==> src/rtl/traffic_pkg.sv <==
// Shared types for the intersection light controller:
// phase encoding, lamp vectors and phase sequencing helpers.
package traffic_pkg;

  typedef enum logic [2:0] {
    NS_GREEN  = 3'd0,
    NS_YELLOW = 3'd1,
    ALLRED_A  = 3'd2,
    EW_GREEN  = 3'd3,
    EW_YELLOW = 3'd4,
    ALLRED_B  = 3'd5,
    FLASH     = 3'd6
  } phase_e;

  localparam logic [2:0] LAMP_OFF = 3'b000;
  localparam logic [2:0] LAMP_GRN = 3'b001;
  localparam logic [2:0] LAMP_YEL = 3'b010;
  localparam logic [2:0] LAMP_RED = 3'b100;

  function automatic int phase_len(
    input phase_e p,
    input int     green,
    input int     yellow,
    input int     allred
  );
    int len;
    len = 0;
    case (p)
      NS_GREEN, EW_GREEN:   len = green;
      NS_YELLOW, EW_YELLOW: len = yellow;
      ALLRED_A, ALLRED_B:   len = allred;
      default:              len = 0;
    endcase
    return len;
  endfunction

  function automatic phase_e next_phase(input phase_e p);
    phase_e n;
    n = NS_GREEN;
    case (p)
      NS_GREEN:  n = NS_YELLOW;
      NS_YELLOW: n = ALLRED_A;
      ALLRED_A:  n = EW_GREEN;
      EW_GREEN:  n = EW_YELLOW;
      EW_YELLOW: n = ALLRED_B;
      default:   n = NS_GREEN;
    endcase
    return n;
  endfunction

endpackage

==> src/rtl/intersection_light_flash_gen.sv <==
// Half-period toggle generator for the maintenance flash;
// output starts on after a clear.
module flash_gen #(
  parameter int HALF = 4
) (
  input  logic clk,
  input  logic en_i,
  input  logic clr_i,
  output logic on_o
);

  localparam int W = (HALF > 1) ? $clog2(HALF) : 1;
  localparam logic [W-1:0] LAST = W'(HALF - 1);

  logic [W-1:0] cnt_q, cnt_d;
  logic         off_q, off_d;

  always_comb begin
    cnt_d = cnt_q;
    off_d = off_q;
    if (clr_i) begin
      cnt_d = '0;
      off_d = 1'b0;
    end else if (en_i) begin
      if (cnt_q == LAST) begin
        cnt_d = '0;
        off_d = ~off_q;
      end else begin
        cnt_d = cnt_q + 1'b1;
      end
    end
  end

  always_ff @(posedge clk) begin
    cnt_q <= cnt_d;
    off_q <= off_d;
  end

  assign on_o = ~off_q;

endmodule

==> src/rtl/intersection_light.sv <==
// Two-way intersection controller with pedestrian
// shortening and a maintenance flash mode.
module intersection_light
  import traffic_pkg::*;
#(
  parameter int GREEN_LEN  = 60,
  parameter int YELLOW_LEN = 5,
  parameter int ALLRED_LEN = 2,
  parameter int PED_MAX    = 10,
  parameter int FLASH_HALF = 4,
  parameter int CNT_W      = 8
) (
  input  logic             clk,
  input  logic             rst,
  input  logic [1:0]       ped_req,
  input  logic             flash_en,
  output logic [2:0]       ns_rgy,
  output logic [2:0]       ew_rgy,
  output logic [CNT_W-1:0] countdown,
  output logic [2:0]       phase
);

  localparam longint CNT_MAX = (longint'(1) << CNT_W) - 1;

  if (GREEN_LEN < 2) begin : g_bad_green
    $fatal(1, "GREEN_LEN must be >= 2");
  end
  if (YELLOW_LEN < 1) begin : g_bad_yellow
    $fatal(1, "YELLOW_LEN must be >= 1");
  end
  if (ALLRED_LEN < 1) begin : g_bad_allred
    $fatal(1, "ALLRED_LEN must be >= 1");
  end
  if (PED_MAX < 1 || PED_MAX >= GREEN_LEN) begin : g_bad_ped
    $fatal(1, "PED_MAX must satisfy 1 <= PED_MAX < GREEN_LEN");
  end
  if (FLASH_HALF < 1) begin : g_bad_flash
    $fatal(1, "FLASH_HALF must be >= 1");
  end
  if (CNT_W < 1 || CNT_W > 31) begin : g_bad_cntw
    $fatal(1, "CNT_W must be in 1..31");
  end
  if (longint'(GREEN_LEN) > CNT_MAX ||
      longint'(YELLOW_LEN) > CNT_MAX ||
      longint'(ALLRED_LEN) > CNT_MAX) begin : g_bad_fit
    $fatal(1, "CNT_W too narrow for phase lengths");
  end

  localparam logic [CNT_W-1:0] GREEN_C  = CNT_W'(GREEN_LEN);
  localparam logic [CNT_W-1:0] ALLRED_C = CNT_W'(ALLRED_LEN);
  localparam logic [CNT_W-1:0] PED_C    = CNT_W'(PED_MAX);
  localparam logic [CNT_W-1:0] ONE_C    = CNT_W'(1);

  phase_e           phase_q, phase_d, nxt;
  logic [CNT_W-1:0] rem_q, rem_d;
  logic [1:0]       pend_q, pend_d;
  logic             ns_g, ew_g, shorten;
  logic             in_flash, flash_on;

  assign in_flash = (phase_q == FLASH);

  flash_gen #(
    .HALF (FLASH_HALF)
  ) u_flash (
    .clk   (clk),
    .en_i  (in_flash),
    .clr_i (rst | ~in_flash),
    .on_o  (flash_on)
  );

  always_ff @(posedge clk) begin
    if (rst) begin
      phase_q <= NS_GREEN;
      rem_q   <= GREEN_C;
      pend_q  <= '0;
    end else begin
      phase_q <= phase_d;
      rem_q   <= rem_d;
      pend_q  <= pend_d;
    end
  end

  always_comb begin
    phase_d = phase_q;
    rem_d   = rem_q;
    pend_d  = pend_q;
    nxt     = next_phase(phase_q);
    ns_g    = (phase_q == NS_GREEN);
    ew_g    = (phase_q == EW_GREEN);
    shorten = ((ns_g && ped_req[0]) || (ew_g && ped_req[1]))
              && (rem_q > PED_C);
    if (in_flash) begin
      pend_d = '0;
      if (!flash_en) begin
        phase_d = ALLRED_B;
        rem_d   = ALLRED_C;
      end
    end else if (flash_en) begin
      phase_d = FLASH;
      rem_d   = '0;
      pend_d  = '0;
    end else begin
      if (ped_req[0] && !ns_g) pend_d[0] = 1'b1;
      if (ped_req[1] && !ew_g) pend_d[1] = 1'b1;
      if (rem_q == ONE_C) begin
        phase_d = nxt;
        rem_d   = CNT_W'(phase_len(nxt, GREEN_LEN,
                                   YELLOW_LEN, ALLRED_LEN));
        // a request landing on the entry edge is already in pend_d
        if (nxt == NS_GREEN && pend_d[0]) begin
          rem_d     = PED_C;
          pend_d[0] = 1'b0;
        end
        if (nxt == EW_GREEN && pend_d[1]) begin
          rem_d     = PED_C;
          pend_d[1] = 1'b0;
        end
      end else if (shorten) begin
        rem_d = PED_C;
      end else begin
        rem_d = rem_q - ONE_C;
      end
    end
  end

  always_comb begin
    ns_rgy = LAMP_RED;
    ew_rgy = LAMP_RED;
    unique case (phase_q)
      NS_GREEN:  ns_rgy = LAMP_GRN;
      NS_YELLOW: ns_rgy = LAMP_YEL;
      EW_GREEN:  ew_rgy = LAMP_GRN;
      EW_YELLOW: ew_rgy = LAMP_YEL;
      FLASH: begin
        ns_rgy = flash_on ? LAMP_YEL : LAMP_OFF;
        ew_rgy = flash_on ? LAMP_YEL : LAMP_OFF;
      end
      default: ;
    endcase
  end

  assign countdown = rem_q;
  assign phase     = phase_q;

endmodule

==> config.mk <==
export PLATFORM = sky130hd
export DESIGN_NAME = intersection_light
export DESIGN_NICKNAME = d
export VERILOG_FILES = /design/src/rtl/traffic_pkg.sv /design/src/rtl/intersection_light_flash_gen.sv /design/src/rtl/intersection_light.sv
export SDC_FILE = /design/constraint.sdc
export NUM_CORES = 1
export LEC_CHECK = 0
export CAP_MARGIN = 20
export CORE_MARGIN = 4
export CORE_UTILIZATION = 43
export CTS_BUF_LIST = sky130_fd_sc_hd__clkbuf_16
export DETAILED_ROUTE_END_ITERATION = 10
export HOLD_SLACK_MARGIN = 0.02
export PLACE_DENSITY = 0.68
export SLEW_MARGIN = 20
export SYNTH_ARGS = -nofsm -noshare
export SYNTH_HDL_FRONTEND = slang
export SYNTH_SLANG_ARGS = --single-unit
==> constraint.sdc <==
create_clock -name clk -period 5 [get_ports clk]
set_clock_uncertainty 0.2 [all_clocks]
set_input_delay 0.5 -clock clk [delete_from_list [all_inputs] [get_ports clk]]
set_output_delay 0.5 -clock clk [all_outputs]
set_load 0.01 [all_outputs]
# Yosys cells after proc, flatten, opt, wreduce, memory -nomap -nowiden
# Index checks and enable logic that the tools add are counted.
totals:
  register_bits: 16
  in_bits: 5
  word_cells: 69
op_classes:
  addsub: 2
  n_lt_le_gt_ge: 1
  eq_ne: 13
  mux: 26
  bitwise_logic: 3
  n_reduce_logical: 19
ops:
  columns: ["cell", "count"]
  rows:
  - ["$mux W8", 7]
  - ["$pmux W3 S3", 2]
  - ["$pmux W6 S3", 1]
  - ["$pmux W3 S5", 1]
  - ["$eq A3 B2 Y1 const B", 4]
  - ["$eq A3 B3 Y1 const B", 4]
  - ["$mux W3", 4]
  - ["$eq A8 B1 Y1 const B", 1]
  - ["$gt A8 B4 Y1 const B", 1]
  - ["$mux W1", 8]
  - ["$sub A8 B1 Y8 const B", 1]
  - ["$logic_and A1 B1 Y1", 7]
  - ["$eq A3 B1 Y1 const B", 2]
  - ["$logic_not A3 Y1", 2]
  - ["$mux W2", 3]
  - ["$reduce_or A2 Y1", 3]
  - ["$reduce_and A2 Y1", 2]
  - ["$reduce_bool A3 Y1", 1]
  - ["$reduce_or A3 Y1", 1]
  - ["$add A2 B1 Y2 const B", 1]
  - ["$eq A2 B2 Y1 const B", 1]
  - ["$logic_not A1 Y1", 2]
  - ["$ne A2 B2 Y1 const B", 1]
  - ["$not A1 Y1", 2]
  - ["2 further kinds", 2]

# Depth between registers and ports, before layout
# Gate-level depths: netlist of run 1.
logic_depth:
  word_depth: 12
  mapped_depth: 8
  depth_no_buf: 7

# Hierarchy
# A second synthesis of run 1 with hierarchy kept.
hier_totals:
  hier_cells: 139
  hier_area_um2: 1082.3
modules_own_cells:
  columns: ["module", "instances", "cells_each", "area_per_inst_um2", "seq_area_each_um2"]
  rows:
  - ["intersection_light", 1, 126, 945.9, 260.2]
  - ["flash_gen", 1, 13, 136.4, 60.1]

# Worst setup path before layout of run 1
# No wires, ideal clock.
synth_path:
  path_type: "register to output"
  from: "register phase_q[2], in the netlist phase[2]"
  to: "output ns_rgy[1]"
  arrival_time_ns: 1.256
  required_ns: 4.300
  slack_ns: 3.044
  path_stages_with_launch: 5
  path_cell_list: "dfxtp_1 > buf_2 > buf_1 > nand2_1 > o21ai_0"
synth_via:
  elab_chain_cells: 2
  word_cells_on_any_way: 4
  cone_classes: "eq/ne (2); mux (1); reduce/logical (1)"
synth_rtl:
  columns: ["element", "line_no", "rtl"]
  rows:
  - ["start, declared", "intersection_light.sv:54", "phase_e phase_q, phase_d, nxt;"]
  - ["start signal, assigned", "intersection_light.sv:77", "phase_q <= phase_d;"]
  - ["$eq A3 B3 Y1 (tied with other cells)", "intersection_light.sv:129", "unique case (phase_q)"]
  - ["$pmux W3 S3 (*)", "intersection_light.sv:129", null]
  - ["end, declared", "intersection_light.sv:17", "output logic [2:0] ns_rgy,"]
# Mark *: on every way between the ends. The rest lies on a longest branch, timed or not.

# Final worst setup path of run 1
layout_path:
  from: "register phase_q[1], in the netlist phase[1]"
  to: "output ns_rgy[1]"
# The elaborated chain is that of the path after synthesis.

==> results of run 1 <==
==> layer usage <==
metal,part of all wire (%),track usage (%),wire length (um),up-vias
met2,47,27.1,1330,52
met1,45,24.3,1290,563
met4,1.0,5.18,29,0
met5,0,0,0,-
met3,7.0,5.48,199,5
li1,-,-,-,579
==> cells in the mapped netlist, drive strengths merged (5+ instances only) <==
cell | number | area, um2
a21oi | 12 | 60.1
dfxtp | 16 | 320
nand2 | 12 | 45.0
nand3 | 6 | 30.0
nand4 | 5 | 31.3
nor2 | 18 | 70.1
nor2b | 7 | 43.8
nor3 | 8 | 40.0
o21ai | 12 | 63.8
==> worst max-delay path by stage <==
stage / from / to / slack, ns / cells after the start
after floorplan: phase[2] / ns_rgy[1] / 3.04 / 4
after global placement: phase[1] / ns_rgy[1] / 2.40 / 4
after detailed placement: flash_en / countdown[3] / 2.37 / 6
after CTS: phase[1] / ns_rgy[1] / 2.11 / 4
after global routing: phase[1] / ns_rgy[1] / 1.93 / 4
final: phase[1] / ns_rgy[1] / 2.08 / 4
==> state kept, by name (all words and copies together) (netlist names) <==
name           cells
countdown          8
u_flash.cnt_q      2
pend_q             2
u_flash.off_q      1
phase              3
==> layout by cell type (no fill, tap or decap), drive strengths merged, types with 2 or more instances in the layout <==
cell and count:
xnor2 3, ha 4, or4 2, and3 2, nand4 5, o21a 2, nor2b 7, clkdlybuf4s50 21
o211ai 2, inv 3, xor2 2, a21oi 12, o21ai 12, nand3 6, nor3b 3, nor4 2
clkbuf 3, nand2 12, dfxtp 16, a22oi 2, nor2 18, a31oi 4, nor3 8
==> critical path, cell delays in order, from the launching register on <==
cell and delay, ns:
dfxtp_1 0.65, nor2b_1 0.37, nand2_1 0.16, o21ai_0 0.23
clkdlybuf4s50_1 0.57
==> final cells by class <==
cell class                 instances  area, um2
sequential                        16        320
fill                             244       1090
clock inverter                     1       3.75
tap                               30       37.5
multi-input combinational        121        724
clock buffer                       3       75.1
inverter                           3       11.3
timing repair buffer              21        210
==> logic make-up (layout without fill, tap and decap cells) <==
group,count (synthesis),count (layout),share of synthesized area (%)
xor gates and xnor gates,5,5,3.93
DFF,16,16,28.7
buffers and inverters,12,28,6.28
AOI/OAI and AO/OA,41,41,22.9
and+or+nand+nor,71,71,33.7
adders and majority gates,4,4,4.49
==> power by group through the flow <==
stage               Combinational (uW)  Clock [uW]  Sequential [uW]
finish                            93.0         156              157
floorplan                         62.2           0              153
CTS                               92.8         158              156
detailed placement                91.9           0              159
global route                       103         163              160
global placement                  91.3           0              158
==> metrics by stage <==
stage,power (uW),utilization (%),hold slack (ns),cell area [um2],std cells
floorplan,215,-,0.204,1110,149
global route,425,55.8,0.272,1380,195
detailed placement,251,52.6,0.228,1300,191
finish,406,55.8,0.232,1380,195
global placement,250,52.6,0.219,1300,191
CTS,407,55.8,0.235,1380,195
==> key figures, run 1 <==
Global route
  • First-pass GRT wire length: 4890 um
  • Total track usage: 17.9%
  • Initial antenna violation count: 0
  • Residual overflow from global routing: 0
  • Pin count of the biggest net entering global routing: 22
  • Vias in the first global route: 1,100

Clock network
  • # hold bufs at CTS: 0
  • Cts repair resizes: 0
  • CTS Buffer Depth: 2
  • Clk sinks: 16
  • Setup Fix Bufs, Post-CTS: 0
  • CTS Buf Count: 3
  • Clk Latency, worst-skew pair: 0.24 ns
  • Number of H-tree levels: 1
  • CTS tree: done
  • Clock-pin transition on the worst setup and hold timing paths: 0.05 ns
  • Root Driver: clkbuf_16

Pwr
  • Leakage: 0.000511 uW
  • Combinational fraction of design power: 22.9%
  • Sw Pwr: 115 uW
  • Pwr/cell area: 293 mW/mm2
  • Seq pwr share: 38.7%
  • Pint: 290 uW
  • Proportion of power drawn by the clock network: 38.4%
  • Net Sw Frac: 28.4%
  • VDD IR max: 261 uV

Timing
  • Slew Viols, Final: 0
  • Peak Freq: 343 MHz
  • Final Setup Violations: 0
  • Worst slew pin tran: 0.748 ns
  • Final worst path period need: 2.92 ns
  • RSZ-0062 raised after global routing: false
  • Final worst path period share: 58.4%
  • Rel. slew slack: 49.8%
  • Final Worst Setup Slack: 2.08 ns
  • Final Hold Violating Endpoints: 0
  • Setup TNS: 0 ns

Drt
  • Via count: 1,199
  • # DRC: 0
  • Vias per cell: 6.15
  • Routed WL: 2840 um
  • DRT antenna net count: 0
  • Wirelength per Cell: 14.6 um
  • Iter 0 DRT Violations: 40
  • Pre-antenna DRT Iters: 4

Floorplanning
  • Die ar.: 0.00347 mm2
  • Die X: 58.9 um
  • Standard-cell rows: 18
  • Core box area: 0.00248 mm2
  • Die Height: 58.9 um
  • Num ports: 22
  • Initial Util: 45.0%

Hold path
  • HP Start: u_flash.cnt_q[0]
  • Hold EP: u_flash.cnt_q[0]
  • Hold path cells: 1
  • Hold Path Class: flop to flop

Cells and area
  • Layout cells sized above 1: 4.24%
  • Nets: 175
  • Syn-to-layout area delta: 24.0%
  • Antenna diodes: 0

Synthesis
  • Top FF cell, synth: dfxtp_1
  • Yosys warning count: 0
  • Unique masters post-synth: 43
  • Syn_nets: 158
  • Cells after Synth: 149
  • Register area share after synthesis: 28.7%
  • Synth async-reset ratio: 0%
  • Cell Area, Synth: 0.00111 mm2
  • Synthesized flop and latch total: 16
  • Post-Syn Area per Cell: 7.48 um2
  • Post-synth EDFFs: 0

Placement
  • HPWL Detailed: 2070 um
  • Routability congestion estimate: 0.817
  • Input/output buffers: 21
  • Dpl ws: 2.37 ns

Setup path
  • CP Max Fanout: 17
  • Reg2reg start: countdown[0]
  • Worst R2R Path Depth: 6
  • WP data arrival: 2.22 ns
  • CP Data Required Time: 4.30 ns
  • Worst Setup Path Type: flop to output pin
  • CP Capture Type: output pin
  • R2r setup slk: 2.74 ns
  • Startpoint class of the critical path: flop
  • FF-to-FF End: countdown[5]

Flow run
  • Maximum capacitance violations: 0

Outcome
  • Outcome: finished clean
Note: power is estimated with default switching activity, not from simulation.
==> inputs of run 2 (changes only) <==
--- a/config.mk
+++ b/config.mk
@@ -11,7 +11,7 @@
 export CTS_BUF_LIST = sky130_fd_sc_hd__clkbuf_16
 export DETAILED_ROUTE_END_ITERATION = 10
 export HOLD_SLACK_MARGIN = 0.02
-export PLACE_DENSITY = 0.68
+export PLACE_DENSITY = 0.71
 export SLEW_MARGIN = 20
 export SYNTH_ARGS = -nofsm -noshare
 export SYNTH_HDL_FRONTEND = slang
==> constraint.sdc (replaced) <==
create_clock -name clk -period 2.4 [get_ports clk]
set_clock_uncertainty 0.2 [all_clocks]
set_input_delay 0.24 -clock clk [delete_from_list [all_inputs] [get_ports clk]]
set_output_delay 0.24 -clock clk [all_outputs]
set_load 0.01 [all_outputs]
==> key figures, run 2 (synthesized netlist as in run 1, its figures left out) <==
Cells and area
  • Antenna diodes: 0 (unchanged)
  • Multi-input logic area: 724 um2 (unchanged)
  • Fillers: 234 (-4.1%)
  • Leading cell type in the layout, fill and taps excluded: clkdlybuf4s50_1
  • Nets: 185 (+5.7%)
  • Final instance area: 0.00146 mm2 (+5.6%)
  • Syn-to-layout area delta: 31.0%
  • Post-route insts no fill: 205 (+5.1%)
  • Layout cells sized above 1: 10.9% (+6.6 points)
  • Max reg flops: 8 (unchanged)
  • Most frequent cells in the layout: clkdlybuf4s50_1 (21), nor2_1 (17), dfxtp_1 (14), nand2_1 (12), a21oi_1 (12)
  • Sequential cell area: 323 um2 (+0.78%)

Floorplanning
  • Initial Util: 45.0% (unchanged)
  • Die ar.: 0.00347 mm2 (unchanged)
  • Core box area: 0.00248 mm2 (unchanged)
  • Standard-cell rows: 18 (unchanged)
  • Num ports: 22 (unchanged)
  • Die X: 58.9 um (unchanged)
  • Die Height: 58.9 um (unchanged)

Hold path
  • Hold path cells: 1 (unchanged)
  • Hold Path Class: flop to flop
  • HP Start: u_flash.cnt_q[0]
  • Hold EP: u_flash.cnt_q[0]

Setup path
  • Worst Setup Path Type: flop to output pin
  • Crit path max-delay family: buffers and inverters
  • CP Data Required Time: 1.96 ns (-2.34 ns)
  • Critical-path cell list: nor2b_1 > nand2_1 > o21ai_0 > clkdlybuf4s50_1
  • Startpoint class of the critical path: flop
  • CP max-delay cell: clkdlybuf4s50_1
  • CP Capture Type: output pin
  • WP data arrival: 1.81 ns (-0.41 ns)
  • R2r setup slk: 0.30 ns (-2.44 ns)
  • FF-to-FF End: phase[0]
  • Max stage delay on crit path: 0.56 ns (-0.09 ns)
  • Reg2reg start: countdown[0]
  • CP Buf/Inv Count: 1 (unchanged)
  • Worst R2R Path Depth: 7 (+1)
  • CP Max Fanout: 9 (-8)

Drt
  • Pre-antenna DRT Iters: 4 (unchanged)
  • DRT antenna net count: 0 (unchanged)
  • Via count: 1,234 (+2.9%)
  • Vias per cell: 6.02 (-2.1%)
  • Routed WL: 3010 um (+5.9%)
  • # DRC: 0 (unchanged)
  • Iter 0 DRT Violations: 47 (+18%)
  • Wirelength per Cell: 14.7 um (+0.77%)

Timing
  • Final Setup Violations: 0 (unchanged)
  • Final worst path period need: 2.25 ns
  • Worst slew pin tran: 0.380 ns (-0.367 ns)
  • Slew Viols, Final: 0 (unchanged)
  • Final worst path period share: 93.6%
  • Hold Worst Slack: 0.228 ns (-0.00397 ns)
  • RSZ-0062 raised after global routing: false
  • Rel. slew slack: 74.5% (+25 points)
  • Final Worst Setup Slack: 0.154 ns (-1.93 ns)
  • Setup TNS: 0 ns (unchanged)
  • Peak Freq: 445 MHz
  • Final Hold Violating Endpoints: 0 (unchanged)

Clock network
  • CTS tree: done
  • Root Driver: clkbuf_16
  • Clk sinks: 16 (unchanged)
  • CTS Buffer Depth: 2 (unchanged)
  • CTS Buf Count: 3 (unchanged)
  • Number of H-tree levels: 1 (unchanged)
  • Clk Latency, worst-skew pair: 0.24 ns (about the same)
  • Clock-pin transition on the worst setup and hold timing paths: 0.05 ns (about the same)
  • Setup Fix Bufs, Post-CTS: 0 (unchanged)

Pwr
  • Pwr/cell area: 593 mW/mm2 (+100%)
  • VDD IR max: 472 uV (+81%)
  • Combinational fraction of design power: 25.3% (+2.4 points)
  • Seq pwr share: 36.9% (-1.8 points)
  • Leakage: 0.000563 uW (+10%)
  • Net Sw Frac: 28.6% (+0.23 points)
  • Pint: 618 uW (+110%)
  • Sw Pwr: 248 uW (+120%)
  • Proportion of power drawn by the clock network: 37.8% (-0.6 points)

Placement
  • Input/output buffers: 21 (unchanged)
  • Routability congestion estimate: 0.877 (+7.3%)
  • HPWL Detailed: 2240 um (+7.9%)
  • Dpl ws: 0.290 ns (-2.08 ns)
  • Post-DP Area: 0.00138 mm2 (+5.8%)
  • Cells after DPL: 201 (+5.2%)

Global route
  • First-pass GRT wire length: 5060 um (+3.5%)
  • Vias in the first global route: 1,162 (+5.6%)
  • Pin count of the biggest net entering global routing: 22 (unchanged)
  • Initial antenna violation count: 0 (unchanged)
  • Residual overflow from global routing: 0 (unchanged)
  • Total track usage: 18.7% (+0.80 points)

Outcome
  • Outcome: finished clean

Flow run
  • Maximum capacitance violations: 0 (unchanged)
==> run 2: cell types whose count changed in the layout (fill, tap and decap cells not counted) <==
cell     previous run  this run
buf_4               0        10
dfxtp_2             0         2
dfxtp_1            16        14
==> run 2: worst max path at each step <==
stage	startpoint	to	slack (ns)	cells after the start
6_report	phase[1]	ns_rgy[1]	0.15	4
5_1_grt	phase[1]	ns_rgy[1]	0.03	4
4_1_cts	phase[0]	ns_rgy[1]	0.1	4
3_5_place_dp	ped_req[0]	countdown[1]	0.29	6
3_3_place_gp	ped_req[0]	countdown[1]	0.31	6
2_1_floorplan	countdown[0]	countdown[3]	0.45	7
==> run 2: final cells by class <==
type	instances	area share [%]
clock buffers	3	5.14
clock inverters	1	0.257
inverters	3	0.771
multi-input cells	121	49.6
flip-flops and latches	16	22.1
well taps	30	2.57
repair buffers	31	19.5
==> run 2: repair_timing <==
action,in CTS,in global routing
gates resized for setup,0,2
hold buffers,0,0
setup endpoints to repair,0,2
hold endpoints to repair,0,0
==> run 2: worst register-to-register path, delay by kind of cell, from the launching register on <==
family                   cells  cell delay, ns
AND/OR/NAND/NOR              4            0.84
flip-flops                   1            0.38
buffers and inverters        2            0.34
adder cells (fa/ha/maj)      1            0.23
==> run 2: power by group through the flow <==
| stage | Combinational [uW] | Sequential [uW] | Clock [uW] |
|---|---|---|---|
| after floorplan | 130 | 318 | 0 |
| after global placement | 213 | 322 | 0 |
| after detailed placement | 216 | 324 | 0 |
| after CTS | 218 | 318 | 332 |
| after global routing | 239 | 323 | 350 |
| final | 219 | 320 | 327 |
==> run 2: through the flow <==
| stage | power (uW) | util, % |
|---|---|---|
| after floorplan | 448 | - |
| after global placement | 535 | 55.7 |
| after detailed placement | 540 | 55.7 |
| after CTS | 869 | 58.8 |
| after global routing | 912 | 58.9 |
| final | 865 | 58.9 |
==> run 2: metal layers <==
metal / up-vias / global-route usage, % / routed length (um)
met2: 54 / 29.7 / 1430
met5: - / 0 / 0
met4: 0 / 7.44 / 51
li1: 595 / - / -
met1: 579 / 24.4 / 1310
met3: 6 / 4.17 / 214
==> inputs of run 3 (changes only) <==
--- a/config.mk
+++ b/config.mk
@@ -12,6 +12,7 @@
 export DETAILED_ROUTE_END_ITERATION = 10
 export HOLD_SLACK_MARGIN = 0.02
 export PLACE_DENSITY = 0.71
+export RECOVER_POWER = 25
 export SLEW_MARGIN = 20
 export SYNTH_ARGS = -nofsm -noshare
 export SYNTH_HDL_FRONTEND = slang
==> key figures, run 3 (synthesized netlist as in run 1, its figures left out) <==
Drt
  • Routed WL: 3010 um (about the same)
  • Wirelength per Cell: 14.7 um (about the same)
  • DRT antenna net count: 0 (unchanged)
  • Pre-antenna DRT Iters: 4 (unchanged)
  • Vias per cell: 6.03 (+0.24%)
  • Iter 0 DRT Violations: 48 (+2.1%)
  • Via count: 1,237 (+0.24%)
  • # DRC: 0 (unchanged)

Setup path
  • Crit path max-delay family: buffers and inverters
  • CP Data Required Time: 1.96 ns (about the same)
  • WP data arrival: 1.81 ns (about the same)
  • Worst Setup Path Type: flop to output pin
  • CP Max Fanout: 9 (unchanged)
  • CP Capture Type: output pin
  • CP Buf/Inv Count: 1 (unchanged)
  • Startpoint class of the critical path: flop
  • R2r setup slk: 0.30 ns (about the same)
  • CP max-delay cell: clkdlybuf4s50_1
  • FF-to-FF End: phase[0]
  • Reg2reg start: countdown[0]
  • Max stage delay on crit path: 0.56 ns (about the same)
  • Critical-path cell list: nor2b_1 > nand2_1 > o21ai_0 > clkdlybuf4s50_1
  • Worst R2R Path Depth: 7 (unchanged)

Global route
  • Total track usage: 18.7% (unchanged)
  • Initial antenna violation count: 0 (unchanged)
  • Pin count of the biggest net entering global routing: 22 (unchanged)
  • Vias in the first global route: 1,162 (unchanged)
  • Residual overflow from global routing: 0 (unchanged)
  • First-pass GRT wire length: 5060 um (unchanged)

Hold path
  • Hold EP: u_flash.cnt_q[0]
  • Hold path cells: 1 (unchanged)
  • HP Start: u_flash.cnt_q[0]
  • Hold Path Class: flop to flop

Floorplanning
  • Die ar.: 0.00347 mm2 (unchanged)
  • Core box area: 0.00248 mm2 (unchanged)
  • Standard-cell rows: 18 (unchanged)
  • Die Height: 58.9 um (unchanged)
  • Num ports: 22 (unchanged)
  • Initial Util: 45.0% (unchanged)
  • Die X: 58.9 um (unchanged)

Pwr
  • Pwr/cell area: 592 mW/mm2 (-0.15%)
  • Total power: 864 uW (-0.15%)
  • VDD IR max: 472 uV (about the same)
  • Leakage: 0.000572 uW (+1.5%)

Cells and area
  • Syn-to-layout area delta: 31.0% (unchanged)
  • Final instance area: 0.00146 mm2 (unchanged)
  • Sequential cell area: 323 um2 (unchanged)
  • Most frequent cells in the layout: nor2_1 (17), clkdlybuf4s50_1 (17), dfxtp_1 (14), nand2_1 (12), a21oi_1 (12)
  • Fillers: 234 (unchanged)
  • Layout cells sized above 1: 10.9% (unchanged)
  • Multi-input logic area: 724 um2 (unchanged)
  • Max reg flops: 8 (unchanged)
  • Nets: 185 (unchanged)
  • Antenna diodes: 0 (unchanged)

Outcome
  • Outcome: finished clean

Timing
  • Peak Freq: 445 MHz (about the same)
  • Setup TNS: 0 ns (unchanged)
  • Rel. slew slack: 75.1% (+0.65 points)
  • Final Hold Violating Endpoints: 0 (unchanged)
  • Slew Viols, Final: 0 (unchanged)
  • Final worst path period need: 2.25 ns (-0.000150 ns)
  • Worst slew pin tran: 0.370 ns (-0.00964 ns)
  • Final worst path period share: 93.6% (about the same)
  • RSZ-0062 raised after global routing: false
  • Final Setup Violations: 0 (unchanged)

Flow run
  • Maximum capacitance violations: 0 (unchanged)

Placement
  • Input/output buffers: 21 (unchanged)
  • Post-DP Area: 0.00138 mm2 (unchanged)
  • Routability congestion estimate: 0.877 (unchanged)
  • HPWL Detailed: 2240 um (unchanged)

Clock network
  • Clk Latency, worst-skew pair: 0.24 ns (about the same)
  • Clock-pin transition on the worst setup and hold timing paths: 0.05 ns (about the same)
  • Clk sinks: 16 (unchanged)
  • CTS Buffer Depth: 2 (unchanged)
  • Root Driver: clkbuf_16
  • Number of H-tree levels: 1 (unchanged)
  • Setup Fix Bufs, Post-CTS: 0 (unchanged)
  • CTS Buf Count: 3 (unchanged)
  • CTS tree: done
## run 3: cell types whose count changed in the layout (fill, tap and decap cells not counted)
cell,before,now
clkdlybuf4s50_1,21,17
dlygate4sd3_1,0,4
## run 3: repair_timing
action / in CTS / in global routing
hold buffers: 0 / 0
setup endpoints to repair: 0 / 2
endpoints found under the hold margin: 0 / 0
resized for setup: 0 / 2
## run 3: area by class of cell
type                    instances  share of cell area, %
flip-flops and latches         16                   22.1
clock buffers                   3                   5.14
clock inverters                 1                  0.257
well taps                      30                   2.57
multi-input cells             121                   49.6
inverters                       3                  0.771
repair buffers                 31                   19.5
## run 3: through the flow
stage / worst slack, ns / hold WS (ns) / instances / utilization [%]
2_1_floorplan: 0.450 / 0.117 / 149 / -
3_3_place_gp: 0.307 / 0.217 / 201 / 55.7
3_5_place_dp: 0.290 / 0.228 / 201 / 55.7
4_1_cts: 0.0998 / 0.235 / 205 / 58.8
5_1_grt: 0.0349 / 0.265 / 205 / 58.9
6_report: 0.154 / 0.228 / 205 / 58.9
## run 3: metal layers
| layer | vias to the layer above | global-route usage, % | wire (um) |
|---|---|---|---|
| met3 | 6 | 4.17 | 220 |
| li1 | 595 | - | - |
| met4 | 0 | 7.44 | 51 |
| met2 | 55 | 29.7 | 1430 |
| met1 | 581 | 24.4 | 1310 |
| met5 | - | 0 | 0 |
## run 3: worst max path at each step
stage	start	end	depth (start not counted)
4_1_cts	phase[0]	ns_rgy[1]	4
3_3_place_gp	ped_req[0]	countdown[1]	6
3_5_place_dp	ped_req[0]	countdown[1]	6
5_1_grt	phase[1]	ns_rgy[1]	4
6_report	phase[1]	ns_rgy[1]	4
2_1_floorplan	countdown[0]	countdown[3]	7
## run 3: where the power goes
group          internal [uW]  leakage, uW  switching (uW)  total, uW
sequential               285     0.000132            34.9        319
combinational            111     0.000401             107        217
clock                    221    0.0000385             106        327
total                    616     0.000572             248        864
